===== src/rtl/mcu_hid_if.sv =====
// HID byte-stream input plus keyboard/mouse/joystick output bundle.
// Latency: none (wiring only).
// Backpressure: none; key_ack and mouse_ack are the consumer's only return path.
interface mcu_hid_if #(
    parameter int NUM_JOY = 2
);
    logic                   hid_strobe;
    logic                   hid_start;
    logic [7:0]             data_in;
    logic                   key_valid;
    logic [7:0]             key_code;
    logic                   key_ack;
    logic                   key_overflow;
    logic [2:0]             mouse_buttons;
    logic [7:0]             mouse_dx;
    logic [7:0]             mouse_dy;
    logic                   mouse_ack;
    logic [8*NUM_JOY-1:0]   joy_state;

    // Producer of the byte stream and consumer of the decoded state.
    modport master (
        output hid_strobe, hid_start, data_in, key_ack, mouse_ack,
        input  key_valid, key_code, key_overflow, mouse_buttons,
               mouse_dx, mouse_dy, joy_state
    );

    // The decoder itself.
    modport slave (
        input  hid_strobe, hid_start, data_in, key_ack, mouse_ack,
        output key_valid, key_code, key_overflow, mouse_buttons,
               mouse_dx, mouse_dy, joy_state
    );
endinterface


===== src/rtl/mcu_hid_decoder.sv =====
// Small synchronous FIFO; head is presented combinationally from storage.
// Latency: a push is visible at dout the cycle after it is sampled.
// Backpressure: push while full is refused unless a pop happens the same cycle.
module mcu_hid_fifo #(
    parameter int DEPTH = 8,
    parameter int WIDTH = 8
) (
    input  logic             clk,
    input  logic             reset,
    input  logic             push,
    input  logic             pop,
    input  logic [WIDTH-1:0] din,
    output logic [WIDTH-1:0] dout,
    output logic             empty,
    output logic             full
);
    localparam int AW = $clog2(DEPTH);

    logic [WIDTH-1:0] mem [DEPTH];
    logic [AW:0]      wr_ptr;
    logic [AW:0]      rd_ptr;
    logic             do_pop;
    logic             do_push;

    // Extra pointer bit distinguishes full from empty when the indices match.
    assign empty   = (wr_ptr == rd_ptr);
    assign full    = (wr_ptr[AW] != rd_ptr[AW]) && (wr_ptr[AW-1:0] == rd_ptr[AW-1:0]);
    assign do_pop  = pop && !empty;
    assign do_push = push && (!full || do_pop);
    assign dout    = mem[rd_ptr[AW-1:0]];

    // Pointer update; pop and push may happen together, including when full.
    always_ff @(posedge clk or posedge reset) begin
        if (reset) begin
            wr_ptr <= '0;
            rd_ptr <= '0;
        end else begin
            if (do_push) wr_ptr <= wr_ptr + (AW+1)'(1);
            if (do_pop)  rd_ptr <= rd_ptr + (AW+1)'(1);
        end
    end

    // Storage write; contents need no reset since pointers gate visibility.
    always_ff @(posedge clk) begin
        if (do_push) mem[wr_ptr[AW-1:0]] <= din;
    end
endmodule

// Decodes HID command frames into key events, mouse motion and joystick state.
// Latency: outputs update on the edge sampling the strobe, visible next cycle.
// Backpressure: none on the byte stream; full key FIFO drops and flags overflow.
module mcu_hid_decoder #(
    parameter int KEY_FIFO_DEPTH = 8,
    parameter int NUM_JOY        = 2
) (
    input  logic      clk,
    input  logic      reset,
    mcu_hid_if.slave  hid
);
    typedef enum logic [2:0] {IDLE, KBD, MOUSE, JOY, SKIP} state_t;

    state_t               state;
    logic [1:0]           idx;
    logic [7:0]           hold;       // dx in mouse frames, joystick index in joy frames
    logic [2:0]           buttons;
    logic signed [7:0]    dx;
    logic signed [7:0]    dy;
    logic [8*NUM_JOY-1:0] joy;
    logic                 overflow;

    logic                 payload;
    logic                 key_push;
    logic                 key_pop;
    logic                 key_drop;
    logic                 fifo_empty;
    logic                 fifo_full;
    logic [7:0]           fifo_head;
    logic signed [7:0]    dx_base;
    logic signed [7:0]    dy_base;

    assign payload  = hid.hid_strobe && !hid.hid_start;
    assign key_push = payload && (state == KBD);
    assign key_pop  = hid.key_ack && !fifo_empty;
    assign key_drop = key_push && fifo_full && !key_pop;

    // An ack landing with an accumulate restarts from zero so new motion survives.
    assign dx_base = hid.mouse_ack ? 8'sd0 : dx;
    assign dy_base = hid.mouse_ack ? 8'sd0 : dy;

    function automatic logic signed [7:0] sat_add(input logic signed [7:0] a,
                                                   input logic signed [7:0] b);
        logic signed [8:0] s;
        s = $signed({a[7], a}) + $signed({b[7], b});
        if (s > 9'sd127)       return 8'sh7F;
        else if (s < -9'sd128) return 8'sh80;
        else                   return s[7:0];
    endfunction

    mcu_hid_fifo #(.DEPTH(KEY_FIFO_DEPTH), .WIDTH(8)) u_key_fifo (
        .clk   (clk),
        .reset (reset),
        .push  (key_push),
        .pop   (hid.key_ack),
        .din   (hid.data_in),
        .dout  (fifo_head),
        .empty (fifo_empty),
        .full  (fifo_full)
    );

    // Frame parser with registered mouse and joystick outputs.
    always_ff @(posedge clk or posedge reset) begin
        if (reset) begin
            state   <= IDLE;
            idx     <= 2'd0;
            hold    <= 8'd0;
            buttons <= 3'd0;
            dx      <= 8'sd0;
            dy      <= 8'sd0;
            joy     <= '0;
        end else begin
            if (hid.mouse_ack) begin
                dx <= 8'sd0;
                dy <= 8'sd0;
            end
            if (hid.hid_strobe) begin
                if (hid.hid_start) begin
                    idx <= 2'd0;
                    case (hid.data_in)
                        8'h01:   state <= KBD;
                        8'h02:   state <= MOUSE;
                        8'h03:   state <= JOY;
                        default: state <= SKIP;
                    endcase
                end else begin
                    case (state)
                        MOUSE: begin
                            idx <= idx + 2'd1;
                            case (idx)
                                2'd0: buttons <= hid.data_in[2:0];
                                2'd1: hold    <= hid.data_in;
                                2'd2: begin
                                    dx    <= sat_add(dx_base, hold);
                                    dy    <= sat_add(dy_base, hid.data_in);
                                    state <= SKIP;
                                end
                                default: state <= SKIP;
                            endcase
                        end
                        JOY: begin
                            idx <= idx + 2'd1;
                            if (idx == 2'd0) begin
                                hold <= hid.data_in;
                            end else begin
                                for (int n = 0; n < NUM_JOY; n++) begin
                                    if (hold == 8'(n)) joy[8*n +: 8] <= hid.data_in;
                                end
                                state <= SKIP;
                            end
                        end
                        default: ;
                    endcase
                end
            end
        end
    end

    // Sticky overflow; a drop in the same cycle as an ack keeps it set.
    always_ff @(posedge clk or posedge reset) begin
        if (reset)         overflow <= 1'b0;
        else if (key_drop) overflow <= 1'b1;
        else if (key_pop)  overflow <= 1'b0;
    end

    assign hid.key_valid     = !fifo_empty;
    assign hid.key_code      = fifo_head;
    assign hid.key_overflow  = overflow;
    assign hid.mouse_buttons = buttons;
    assign hid.mouse_dx      = dx;
    assign hid.mouse_dy      = dy;
    assign hid.joy_state     = joy;
endmodule

===== src/flat_wrapper.sv =====
// flat-port wrapper written by rule: the top's interface ports become plain ports
module mcu_hid_decoder_flat 
#(
    parameter int KEY_FIFO_DEPTH = 8,
    parameter int NUM_JOY        = 2
)
  (clk, reset, hid_hid_strobe, hid_hid_start, hid_data_in, hid_key_ack, hid_mouse_ack, hid_key_valid, hid_key_code, hid_key_overflow, hid_mouse_buttons, hid_mouse_dx, hid_mouse_dy, hid_joy_state);
  mcu_hid_if #(.NUM_JOY(NUM_JOY)) hid_i ();
  input  logic clk;
  input  logic reset;
  input wire logic [$bits(hid_i.hid_strobe)-1:0] hid_hid_strobe;
  input wire logic [$bits(hid_i.hid_start)-1:0] hid_hid_start;
  input wire logic [$bits(hid_i.data_in)-1:0] hid_data_in;
  input wire logic [$bits(hid_i.key_ack)-1:0] hid_key_ack;
  input wire logic [$bits(hid_i.mouse_ack)-1:0] hid_mouse_ack;
  output wire logic [$bits(hid_i.key_valid)-1:0] hid_key_valid;
  output wire logic [$bits(hid_i.key_code)-1:0] hid_key_code;
  output wire logic [$bits(hid_i.key_overflow)-1:0] hid_key_overflow;
  output wire logic [$bits(hid_i.mouse_buttons)-1:0] hid_mouse_buttons;
  output wire logic [$bits(hid_i.mouse_dx)-1:0] hid_mouse_dx;
  output wire logic [$bits(hid_i.mouse_dy)-1:0] hid_mouse_dy;
  output wire logic [$bits(hid_i.joy_state)-1:0] hid_joy_state;
  assign hid_i.hid_strobe = hid_hid_strobe;
  assign hid_i.hid_start = hid_hid_start;
  assign hid_i.data_in = hid_data_in;
  assign hid_i.key_ack = hid_key_ack;
  assign hid_i.mouse_ack = hid_mouse_ack;
  assign hid_key_valid = hid_i.key_valid;
  assign hid_key_code = hid_i.key_code;
  assign hid_key_overflow = hid_i.key_overflow;
  assign hid_mouse_buttons = hid_i.mouse_buttons;
  assign hid_mouse_dx = hid_i.mouse_dx;
  assign hid_mouse_dy = hid_i.mouse_dy;
  assign hid_joy_state = hid_i.joy_state;
  mcu_hid_decoder #(.KEY_FIFO_DEPTH(KEY_FIFO_DEPTH), .NUM_JOY(NUM_JOY)) u_core (.clk(clk), .reset(reset), .hid(hid_i));
endmodule

===== config.mk =====
export PLATFORM = sky130hd
export DESIGN_NAME = mcu_hid_decoder_flat
export DESIGN_NICKNAME = d
export VERILOG_FILES = /design/src/rtl/mcu_hid_if.sv /design/src/rtl/mcu_hid_decoder.sv /design/src/flat_wrapper.sv
export SDC_FILE = /design/constraint.sdc
export NUM_CORES = 1
export LEC_CHECK = 0
export ABC_AREA = 1
export CAP_MARGIN = 20
export CORE_ASPECT_RATIO = 0.7
export CORE_MARGIN = 5
export CORE_UTILIZATION = 59
export CTS_BUF_LIST = sky130_fd_sc_hd__clkbuf_2
export CTS_CLUSTER_DIAMETER = 30
export CTS_CLUSTER_SIZE = 12
export DETAILED_ROUTE_END_ITERATION = 10
export GPL_TIMING_DRIVEN = 0
export PLACE_DENSITY = 0.82
export SLEW_MARGIN = 10
export SYNTH_ARGS = -nofsm -noshare
export SYNTH_HDL_FRONTEND = slang
export SYNTH_SLANG_ARGS = --single-unit

===== constraint.sdc =====
create_clock -name clk -period 2.3 [get_ports clk]
set_input_delay 0.345 -clock clk [delete_from_list [all_inputs] [get_ports clk]]
set_output_delay 0.345 -clock clk [all_outputs]
set_load 0.02 [all_outputs]

# ---- After elaboration in Yosys (flattened, before gate mapping)
# Memory sizes are Yosys's and may differ from the RTL's.
# Cells that the tools add are included.
dict set report classes {
  n_eq_ne 16
  reduce_logical 26
  n_lt_le_gt_ge 4
  bitwise_logic 2
  n_mux 28
  add_sub_neg 5
}
# operator count
set op_table {}
lappend op_table {{8-bit two-way mux} 16}
lappend op_table {{8-bit by 8-bit adder with 9-bit output} 2}
lappend op_table {{9-bit by 8-bit > comparator with 1-bit output, second input constant} 2}
lappend op_table {{9-bit by 8-bit less-than comparator with 1-bit output, second input constant} 2}
lappend op_table {{8-bit by 1-bit == test with 1-bit output, second input constant} 2}
lappend op_table {{8-bit by 2-bit == test with 1-bit output, second input constant} 2}
lappend op_table {{8-bit case mux with 2 select lines} 1}
lappend op_table {{5-bit AND reduction} 3}
lappend op_table {{3-bit two-way mux} 3}
lappend op_table {{3-bit case mux with 3 select lines} 1}
lappend op_table {{4-bit by 1-bit adder with 4-bit output, second input constant} 2}
lappend op_table {{8-bit zero test} 1}
lappend op_table {{4-bit AND reduction} 2}
lappend op_table {{1-bit logical AND} 7}
lappend op_table {{3-bit by 2-bit == test with 1-bit output, second input constant} 2}
lappend op_table {{3-bit inequality test, second input constant} 2}
lappend op_table {{3-bit case mux with 2 select lines} 1}
lappend op_table {{2-bit nonzero test} 3}
lappend op_table {{4-bit == test} 1}
lappend op_table {{1-bit zero test} 4}
lappend op_table {{1-bit two-way mux} 4}
lappend op_table {{2-bit two-way mux} 2}
lappend op_table {{2-bit OR reduction} 2}
lappend op_table {{3-bit by 1-bit == test with 1-bit output, second input constant} 1}
lappend op_table {{other kinds (12)} 13}
dict set report word_totals {
  memories 1
  out_inout_bits 45
  mem_bits_rw 64
  inputBits 14
  ff_bits 57
}
# memory words width read_ports rd_ports_with_merged_regs wr line
set memory_table {}
lappend memory_table {u_core.u_key_fifo.mem 8 8 1 0 1 mcu_hid_decoder.sv:19} ;# logic [WIDTH-1:0] mem [DEPTH];

# ---- Longest topological paths before layout
# Gate-level depths: netlist (run 1).
dict set report logic_depth {
  word_depth 9
  ltp_mapped 14
  mapped_depth_nobuf 14
}

# ---- Modules after synthesis
# From an unflattened synthesis (run 1), not the netlist that was laid out.
dict set report unflattened {
  cells_unflattened 654
  area_unflattened_um2 6070.8
}
# mod n_inst area_per_inst_um2 cells_each
set by_module_without_submodules {}
lappend by_module_without_submodules {mcu_hid_decoder 1 3036.7 392}
lappend by_module_without_submodules {mcu_hid_fifo 1 3034.2 262}

# ---- Worst setup path before layout (run 1)
# OpenSTA, ideal clock, no wires.
dict set report synth_timing {
  path_kind {in2reg}
  from {input port hid_mouse_ack}
  to {register u_core.dx[0], in the netlist u_core.hid.mouse_dx[0]}
  setup_slack_ns 0.171
  setup_time_ns 0.129
  n_path_buf 1
  t_arrival_ns 2.000
  path_stages 12
  path_cell_list {clkbuf_1 > nor2_1 > ha_1 > fa_1 > nand3_1 > nand2_1 > nand2_1 > nand2_1 > o21ai_0 > nand2_1 > nand2_1 > a21oi_1}
}
dict set report synth_via {
  elab_chain_len 9
  word_cells_on_any_way 10
}
# element line
set synth_rtl {}
lappend synth_rtl {{from (decl)} flat_wrapper.sv:15} ;# input wire logic [$bits(hid_i.mouse_ack)-1:0] hid_mouse_ack;
lappend synth_rtl {{8-bit two-way mux *} {mcu_hid_decoder.sv:87, mcu_hid_decoder.sv:121}}
lappend synth_rtl {{8-bit by 8-bit adder with 9-bit output} mcu_hid_decoder.sv:93} ;# s = $signed({a[7], a}) + $signed({b[7], b});
lappend synth_rtl {{9-bit by 8-bit less-than comparator with 1-bit output} mcu_hid_decoder.sv:95} ;# else if (s < -9'sd128) return 8'sh80;
lappend synth_rtl {{8-bit two-way mux} mcu_hid_decoder.sv:95}
lappend synth_rtl {{8-bit two-way mux} mcu_hid_decoder.sv:94} ;# if (s > 9'sd127) return 8'sh7F;
lappend synth_rtl {{8-bit two-way mux} mcu_hid_decoder.sv:138} ;# case (idx)
lappend synth_rtl {{8-bit two-way mux} mcu_hid_decoder.sv:135} ;# case (state)
lappend synth_rtl {{8-bit two-way mux} mcu_hid_decoder.sv:126} ;# if (hid.hid_start) begin
lappend synth_rtl {{8-bit two-way mux *} mcu_hid_decoder.sv:125} ;# if (hid.hid_strobe) begin
lappend synth_rtl {{to (signal assigned)} mcu_hid_decoder.sv:142} ;# dx <= sat_add(dx_base, hold);
lappend synth_rtl {{to (decl)} mcu_hid_decoder.sv:66} ;# logic signed [7:0] dx;
# Every way passes the cells marked *; elsewhere a longest branch is shown, timed or not.
# A chain may end at the register's enable or synchronous reset.

# ---- Worst setup path after layout (run 1)
dict set report layout_timing {
  from {register u_core.u_key_fifo.rd_ptr[0]}
  to {output port hid_key_code[0]}
}
dict set report layout_via {
  elab_chain_len 1
}
# element line
set layout_rtl {}
lappend layout_rtl {{from (decl)} mcu_hid_decoder.sv:21} ;# logic [AW:0] rd_ptr;
lappend layout_rtl {{from (signal assigned)} mcu_hid_decoder.sv:39} ;# if (do_pop) rd_ptr <= rd_ptr + (AW+1)'(1);
lappend layout_rtl {{memory read 8 x 8 bit} --}
lappend layout_rtl {{to (decl)} flat_wrapper.sv:17} ;# output wire logic [$bits(hid_i.key_code)-1:0] hid_key_code;
# Every way passes these cells.

==> metrics.yaml, run 1 <==
status: "finished, violations left"
violations: "negative setup slack"
die_x_microns: 132
wl_per_cell_microns: 18.4
grt_pass1_vias: 5126
startpoint_type: "flop"
cp_max_fo: 8
layout.cells.non_filler: 893
syn_avg_cell_area_sq_um: 9.36
netlist_top_cells_count: "nand2_1 (143), nor2_1 (105), inv_1 (68)"
final.setup_skew_ps: 42.1
place.gp.congestion: 0.934
rsz0062_at_grt: "true"
r2r-start: "u_core.u_key_fifo.rd_ptr[1]$_DFFE_PP0P_"
rows: 31
ir_worst_vdd_mv: 0.554
start_util: 0.599
cp_top_family: "compound AO/OA/AOI/OAI gates"
path_cells: "buf_6 > o21ai_0 > o22ai_2 > nor2_1 > a31oi_1 > buf_4"
holdCritPathClass: "primary input to asynchronous set/reset pin"
ys_seq_area_frac: 0.544
p_leak_uw: 0.00332
cap_violations: 0
cpPeakStageDelay_ps: 430
arrival_ps: 2100
crit_buf_inv: 2
crit_slowest_cell: "dfrtp_1"
diodes: 0
tightest_slew_ps: 775
grt_usage: 0.259
syn_area_sq_mm: 0.00615
synth_fp_nets: 694
crit_type: "flop to output pin"
cts_tree: "built"
grt_antenna_before_repair: 0
yosysMostFrequentCell: "nand2_1"
overflow: 0
drv_slew: 0
finalHoldViolCount: 0
root_buffer: "clkbuf_2"
drc: 0
die_h_microns: 95.4
setup_slack_ps: -142
timing.fmax_mhz: 410
grt_max_degree: 33
fillers: 710
hold_slack_ps: 74.3
die_area_sq_mm: 0.0126
drtAntennaViolNets: 0
dpl.hpwl_microns: 10800
ys.flop_type: "edfxtp_1"
async_reset_ff_frac: 0.471
vias: 5128
cts.sinks: 121
vias_per_cell: 5.74
crit_path_end_kind: "output pin"
min_period_ps: 2440
yosys.area.top_type: "edfxtp_1"
clk_pin_slew_worst_paths_ps: 200
syn2layout_area_growth_pct: 22.1
drive_gt1_frac: 0.214
setup_viol: 8
yosys_warnings: 0
ios: 59
period_share: 1.06
placed_cells: 848
worstPathRequired_ps: 1960
synth_edf_count: 64
yosysUniqueCellTypes: 44
max_slew_margin: 0.482
drt_pass1_iterations: 6
clock_path_buffers: 2
cts_buffers: 17
drt_iter0_drc: 563
worstSetupStartpoint: "u_core.u_key_fifo.rd_ptr[0]$_DFFE_PP0P_"
power_density_mw_per_mm2: 984
yosysTopAreaCellShare: 0.312
ctsHtreeMaxLevel: 4
clkLatencyLatePin_ps: 700
drt_wl_total_microns: 16400
fp.coreArea_sq_mm: 0.0103
synthTopCellsByArea: "edfxtp_1 (31%), dfrtp_1 (23%), nand2_1 (8.7%)"
netlist_instances: 657
ys_seq_elements: 121
port_buffers: 58
nNetsFinal: 785
grt_pass1_wl_microns: 25600
==> cell type report <==
type	instances	area (sq um)	share of cell area
buffer	18	211	0.0281
clock buffer	21	105	0.0140
clock inverter	11	81.3	0.0108
inverter	74	304	0.0405
multi-input combinational	444	2580	0.344
sequential	121	3350	0.446
tap	132	165	0.0220
timing repair buffer	72	714	0.0951
==> worst paths after layout <==
check                                                        end  slack (ps)  cells past startpoint
max                                              hid_key_code[0]        -140                      6
max in group asynchronous       u_core.hid.mouse_dx[7]$_DFF_PP0_        1560                      3
min                                  u_core.state[0]$_DFFE_PP0P_          70                      2
min reg2reg                 u_core.hid.joy_state[13]$_DFFE_PP0P_         500                      2
min in group clk                u_core.hid.mouse_dy[3]$_DFF_PP0_         190                      4
max reg2reg                u_core.u_key_fifo.mem[1][2]$_DFFE_PP_         110                     10
==> state kept, by name, summed over array words and instances, names as in the netlist <==
name,cells
u_core.u_key_fifo.mem,64
u_core.hold,8
u_core.u_key_fifo.rd_ptr,4
u_core.hid.key_overflow,1
u_core.hid.mouse_dy,8
u_core.state,3
u_core.hid.joy_state,16
u_core.hid.mouse_dx,8
u_core.idx,2
u_core.u_key_fifo.wr_ptr,4
u_core.hid.mouse_buttons,3
==> per-layer routing <==
layer  vias to the layer above  wire, microns  track usage
li1                       2359              -            -
met1                      2444           6870        0.339
met2                       280           7800        0.424
met3                        45           1420       0.0654
met4                         0            359       0.0985
met5                         -              0            0
==> power breakdown <==
part / internal [uW] / switching (uW) / total [uW]
logic: 1470 / 1990 / 3470
clock network: 387 / 805 / 1190
registers: 2500 / 238 / 2740
total: 4360 / 3040 / 7400
==> per-stage QoR <==
| step | utilization | TNS [ps] | power [uW] | setup WS [ps] | area [sq um] |
|---|---|---|---|---|---|
| 2_1_floorplan | - | 0 | 4490 | 171 | 6150 |
| 3_3_place_gp | 0.671 | -66230 | 5270 | -810 | 6900 |
| 3_5_place_dp | 0.673 | -41960 | 5380 | -938 | 6920 |
| 4_1_cts | 0.714 | -1070 | 6930 | -156 | 7330 |
| 5_1_grt | 0.731 | -1920 | 7780 | -266 | 7510 |
| 6_report | 0.731 | -1040 | 7400 | -142 | 7510 |
==> cell usage in the layout, fill, tap and decap left out, drive strengths merged, types with 2 or more instances in the layout <==
cell type / n
o21ai: 65
a31oi: 8
nand4: 5
clkdlybuf4s50: 48
clkinvlp: 2
inv: 73
nor3: 3
nor2: 108
clkbuf: 26
dfrtp: 57
nand3: 20
o22ai: 9
clkinv: 9
edfxtp: 64
xnor2: 7
fa: 2
xor2: 10
buf: 35
nor4: 2
nand2: 151
ha: 21
a21oi: 28
==> cells by family (layout without fill, tap and decap cells) <==
| family | count (synthesis) | after routing | synth area share |
|---|---|---|---|
| AND/OR/NAND/NOR | 292 | 292 | 0.205 |
| AO/OA/AOI/OAI | 112 | 112 | 0.115 |
| flip-flops | 121 | 121 | 0.544 |
| adder cells (fa/ha/maj) | 23 | 23 | 0.0492 |
| buffers and inverters | 92 | 196 | 0.0630 |
| XOR/XNOR | 17 | 17 | 0.0242 |
==> repair_timing <==
item,in CTS,in global routing
buffers inserted,7,4
pin swaps,11,12
setup endpoints to repair,55,54
cloned,2,0
resized for setup,104,65
hold buffers,0,0
Note: power is estimated with default switching activity, not from simulation.
==> run 2: changes to the inputs <==
--- a/config.mk
+++ b/config.mk
@@ -15,7 +15,9 @@
 export CTS_CLUSTER_SIZE = 12
 export DETAILED_ROUTE_END_ITERATION = 10
 export GPL_TIMING_DRIVEN = 0
-export PLACE_DENSITY = 0.82
+export HOLD_SLACK_MARGIN = 0.05
+export PLACE_DENSITY_LB_ADDON = 0.25
+export RECOVER_POWER = 50
 export SLEW_MARGIN = 10
 export SYNTH_ARGS = -nofsm -noshare
 export SYNTH_HDL_FRONTEND = slang
==> metrics.yaml, run 2 (synthesis gave the netlist of run 1 again) <==
cts_tree: "built"
die_h_microns: 95.4  # unchanged
grt_usage: 0.238  # -0.0208
dpl.hpwl_microns: 10600  # -1.5%
drt_wl_total_microns: 14900  # -9.3%
grt_antenna_before_repair: 0  # unchanged
power_uw: 7250  # -2.0%
grt_pass1_vias: 4888  # -4.6%
clkLatencyLatePin_ps: 690  # about the same
rsz0062_at_grt: "true"
crit_type: "flop to output pin"
drv_slew: 0  # unchanged
drive_gt1_frac: 0.178  # -0.0357
wl_per_cell_microns: 16.7  # -9.4%
placed_area_sq_mm: 0.00692  # unchanged
largest_register_ffs: 64  # unchanged
ir_worst_vdd_mv: 0.616  # +11%
root_buffer: "clkbuf_2"
p_leak_uw: 0.00330  # -0.67%
diodes: 0  # unchanged
fp.coreArea_sq_mm: 0.0103  # unchanged
max_slew_margin: 0.271  # -0.211
final_common_cell: "nand2_1"
ctsHtreeMaxLevel: 4  # unchanged
grt_max_degree: 31  # -6.1%
drt_iter0_drc: 447  # -21%
timing.fmax_mhz: 401  # -2.0%
min_period_ps: 2490  # +48.8 ps
grt_pass1_wl_microns: 23700  # -7.2%
status: "finished, violations left"
cap_violations: 0  # unchanged
start_util: 0.599  # unchanged
rows: 31  # unchanged
drt_pass1_iterations: 5  # -1
vias: 4944  # -3.6%
setup_viol: 8  # unchanged
period_share: 1.08  # +0.0212
crit_path_end_kind: "output pin"
final.setup_skew_ps: 30.1  # -12.0 ps
clk_pin_slew_worst_paths_ps: 180  # -20 ps
drtAntennaViolNets: 0  # unchanged
clock_path_buffers: 2  # unchanged
final_cell_mix: "nand2_1 (144), nor2_1 (94), inv_1 (68)"
cp_max_fo: 10  # +2
overflow: 0  # unchanged
ios: 59  # unchanged
fin_area_sq_mm: 0.00742  # -1.3%
die_x_microns: 132  # unchanged
violations: "negative setup slack"
tightest_slew_ps: 1090  # +317 ps
cts.sinks: 121  # unchanged
finalHoldViolCount: 0  # unchanged
setup_slack_ps: -191  # -48.8 ps
vias_per_cell: 5.53  # -3.7%
nNetsFinal: 786  # +0.13%
holdCritPathClass: "primary input to flop"
syn2layout_area_growth_pct: 20.6
port_buffers: 58  # unchanged
arrival_ps: 2150  # +50 ps
power_density_mw_per_mm2: 977  # -0.77%
cts_buffers: 17  # unchanged
drc: 0  # unchanged
place.gp.congestion: 0.934  # about the same
startpoint_type: "flop"
worstPathRequired_ps: 1960  # about the same
die_area_sq_mm: 0.0126  # unchanged
[run 2: final cells by class]
type                    count  area, sq um
multi-input cells         444         2500
fillers                   725         2860
well taps                 132          165
flip-flops and latches    121         3350
plain buffers              18          196
clock buffers              17         85.1
clock inverters            15          131
repair buffers             73          694
inverters                  74          300
[run 2: worst paths after layout]
check,startpoint,to,slack (ps),depth (start not counted)
max in group asynchronous,reset,u_core.u_key_fifo.rd_ptr[1]$_DFFE_PP0P_,290,4
worst min register to register,u_core.hid.joy_state[4]$_DFFE_PP0P_,u_core.hid.joy_state[4]$_DFFE_PP0P_,500,2
worst min-delay path,hid_mouse_ack,u_core.hid.mouse_dy[5]$_DFF_PP0_,140,4
worst max register to register,u_core.u_key_fifo.rd_ptr[0]$_DFFE_PP0P_,u_core.u_key_fifo.mem[4][3]$_DFFE_PP_,30,12
worst max-delay path,u_core.u_key_fifo.rd_ptr[2]$_DFFE_PP0P_,hid_key_code[3],-190,4
min in group asynchronous,reset,u_core.hid.mouse_dy[7]$_DFF_PP0_,880,3
[run 2: power by group]
group | switching [uW] | leakage (uW) | internal [uW]
clock | 812 | 0.000140 | 481
sequential | 226 | 0.00133 | 2500
combinational | 1870 | 0.00183 | 1360
[run 2: what timing repair did]
| item | in CTS | in global routing |
|---|---|---|
| gates resized for setup | 91 | 59 |
| setup endpoints to repair | 68 | 48 |
| endpoints found under the hold margin | 26 | 0 |
| hold buffers | 1 | 0 |
| pin swaps | 5 | 16 |
| buffers inserted | 7 | 5 |
| cloned | 1 | 0 |
[run 2: per-stage QoR]
| step | TNS, ps | hold slack [ps] | std cells | util | setup slack, ps |
|---|---|---|---|---|---|
| global placement | -63190 | 467 | 847 | 0.671 | -780 |
| CTS | -1310 | 243 | 889 | 0.709 | -174 |
| finish | -1010 | 136 | 894 | 0.722 | -191 |
| detailed placement | -39980 | 467 | 848 | 0.673 | -926 |
| global route | -3900 | 158 | 894 | 0.722 | -274 |
| floorplan | 0 | 444 | 657 | - | 171 |
[run 2: metal layers]
metal,global-route usage,part of all wire,vias to the layer above
met3,0.0670,0.087,17
met2,0.362,0.44,216
met5,0,0,-
met4,0.0711,0.011,0
li1,-,-,2359
met1,0.338,0.46,2352
[run 2: critical path, stage by stage, from the launching register on]
cell and delay (ps):
dfrtp_1 450, clkinv_1 280, clkbuf_4 310, a31oi_1 260
buf_4 190
==> run 3: changes to the inputs <==
--- a/config.mk
+++ b/config.mk
@@ -22,3 +22,4 @@
 export SYNTH_ARGS = -nofsm -noshare
 export SYNTH_HDL_FRONTEND = slang
 export SYNTH_SLANG_ARGS = --single-unit
+export TNS_END_PERCENT = 5
==> metrics.yaml, run 3 (synthesis gave the netlist of run 1 again) <==
final_cell_mix: "nand2_1 (143), nor2_1 (96), inv_1 (68)"
grt_usage: 0.238  # about the same
cts.sinks: 121  # unchanged
rsz0062_at_grt: "true"
hold_slack_ps: 135  # -1.17 ps
worstPathRequired_ps: 1960  # about the same
clock_path_buffers: 2  # unchanged
ir_worst_vdd_mv: 0.549  # -11%
power_density_mw_per_mm2: 954  # -2.4%
reg2reg_slack_ps: 10  # -20 ps
crit_buf_inv: 4  # +1
grt_antenna_before_repair: 0  # unchanged
grt_pass1_wl_microns: 23700  # -0.12%
crit_path_end_kind: "output pin"
startpoint_type: "flop"
min_from: "hid_mouse_ack"
place.gp.congestion: 0.934  # unchanged
final.setup_skew_ps: 22.8  # -7.22 ps
cts_tree: "built"
drt_iter0_drc: 495  # +11%
die_x_microns: 132  # unchanged
arrival_ps: 2090  # -60 ps
cp_top_family: "buffers and inverters"
nNetsFinal: 783  # -0.38%
crit_slowest_cell: "dfrtp_1"
period_share: 1.06  # -0.0224
final_common_cell: "nand2_1"
drive_gt1_frac: 0.173  # -0.00588
port_buffers: 58  # unchanged
syn2layout_area_growth_pct: 19.5
whs_path_depth: 4  # unchanged
tightest_slew_ps: 1090  # +2.07 ps
cp_max_fo: 8  # -2
timing.fmax_mhz: 410  # +2.1%
drtAntennaViolNets: 0  # unchanged
status: "finished, violations left"
cts_buffers: 17  # unchanged
grt_pass1_vias: 4881  # -0.14%
wl_per_cell_microns: 16.4  # -1.5%
min_to: "u_core.hid.mouse_dy[5]$_DFF_PP0_"
clkLatencyLatePin_ps: 680  # about the same
grt_max_degree: 31  # unchanged
drc: 0  # unchanged
r2r_end: "u_core.u_key_fifo.mem[3][1]$_DFFE_PP_"
drv_slew: 0  # unchanged
p_leak_uw: 0.00327  # -0.78%
crit_type: "flop to output pin"
drt_wl_total_microns: 14600  # -1.8%
clk_pin_slew_worst_paths_ps: 180  # about the same
r2r-start: "u_core.u_key_fifo.rd_ptr[0]$_DFFE_PP0P_"
overflow: 0  # unchanged
fp.coreArea_sq_mm: 0.0103  # unchanged
path_cells: "buf_6 > clkinv_8 > clkbuf_8 > o21ai_0 > o22ai_1 > nor2_1 > a31oi_1 > buf_4"
violations: "negative setup slack"
vias: 4933  # -0.22%
tns_ps: -1000  # +7.14 ps
finalHoldViolCount: 0  # unchanged
drt_pass1_iterations: 7  # +2
die_h_microns: 95.4  # unchanged
die_area_sq_mm: 0.0126  # unchanged
r2r_cells: 11  # -1
root_buffer: "clkbuf_2"
dpl.hpwl_microns: 10600  # unchanged
start_util: 0.599  # unchanged
vias_per_cell: 5.54  # +0.11%
cap_violations: 0  # unchanged
largest_register_ffs: 64  # unchanged
cpPeakStageDelay_ps: 420  # -30 ps
diodes: 0  # unchanged
setup_viol: 9  # +1
min_period_ps: 2440  # -51.4 ps
setup_slack_ps: -139  # +51.4 ps
ctsHtreeMaxLevel: 4  # unchanged
holdCritPathClass: "primary input to flop"
rows: 31  # unchanged
max_slew_margin: 0.270  # -0.00138
ios: 59  # unchanged
## run 3: changes by cell type in the layout (fill, tap and decap cells not counted), moves of 2 or more
| cell | change |
|---|---|
| nor2_1 | +2 |
| nor2_4 | -2 |
| o21ai_0 | +8 |
| buf_6 | -4 |
| o21ai_1 | -7 |
## run 3: tightest hold or removal path: stages
cell and delay, ps:
dlymetal6s2s_1 210, nor2_1 110, nor2_1 90, a21oi_1 40
## run 3: worst max-delay path by stage
stage / startpoint / to / slack (ps) / depth (start not counted)
finish: u_core.u_key_fifo.rd_ptr[0]$_DFFE_PP0P_ / hid_key_code[3] / -140 / 8
global route: u_core.u_key_fifo.rd_ptr[0]$_DFFE_PP0P_ / hid_key_code[1] / -260 / 7
CTS: u_core.u_key_fifo.rd_ptr[0]$_DFFE_PP0P_ / hid_key_code[2] / -170 / 8
detailed placement: hid_mouse_ack / u_core.hid.mouse_dx[1]$_DFF_PP0_ / -930 / 13
global placement: hid_mouse_ack / u_core.hid.mouse_dy[2]$_DFF_PP0_ / -780 / 13
floorplan: hid_mouse_ack / u_core.hid.mouse_dx[0]$_DFF_PP0_ / 170 / 12
## run 3: stage by stage
| stage | area (sq um) | cells | worst slack, ps | util | total power, uW |
|---|---|---|---|---|---|
| 2_1_floorplan | 6150 | 657 | 171 | - | 4490 |
| 3_3_place_gp | 6900 | 847 | -780 | 0.671 | 5270 |
| 3_5_place_dp | 6920 | 848 | -926 | 0.673 | 5370 |
| 4_1_cts | 7290 | 889 | -174 | 0.709 | 6870 |
| 5_1_grt | 7350 | 891 | -260 | 0.715 | 7450 |
| 6_report | 7350 | 891 | -139 | 0.715 | 7010 |
## run 3: what timing repair did
item / in CTS / in global routing
hold buffers: 1 / 0
pin swaps: 5 / 9
resized for setup: 87 / 34
endpoints found under the setup margin: 68 / 52
setup buffers: 7 / 2
cloned: 1 / 0
endpoints found under the hold margin: 26 / 0
## run 3: cell type report
cell class / instances / area, sq um
flip-flops and latches: 121 / 3350
fillers: 728 / 2930
multi-input cells: 444 / 2470
repair buffers: 70 / 658
inverters: 74 / 300
plain buffers: 18 / 199
well taps: 132 / 165
clock inverters: 15 / 131
clock buffers: 17 / 85.1
## run 3: power breakdown
| part | switching, uW | internal, uW |
|---|---|---|
| Sequential | 209 | 2500 |
| Clock | 808 | 481 |
| Combinational | 1780 | 1240 |
## run 3: per-layer routing
metal / part of all wire / track usage
met3: 0.079 / 0.0670
met5: 0 / 0
met2: 0.44 / 0.361
met4: 0.0084 / 0.0711
met1: 0.47 / 0.338
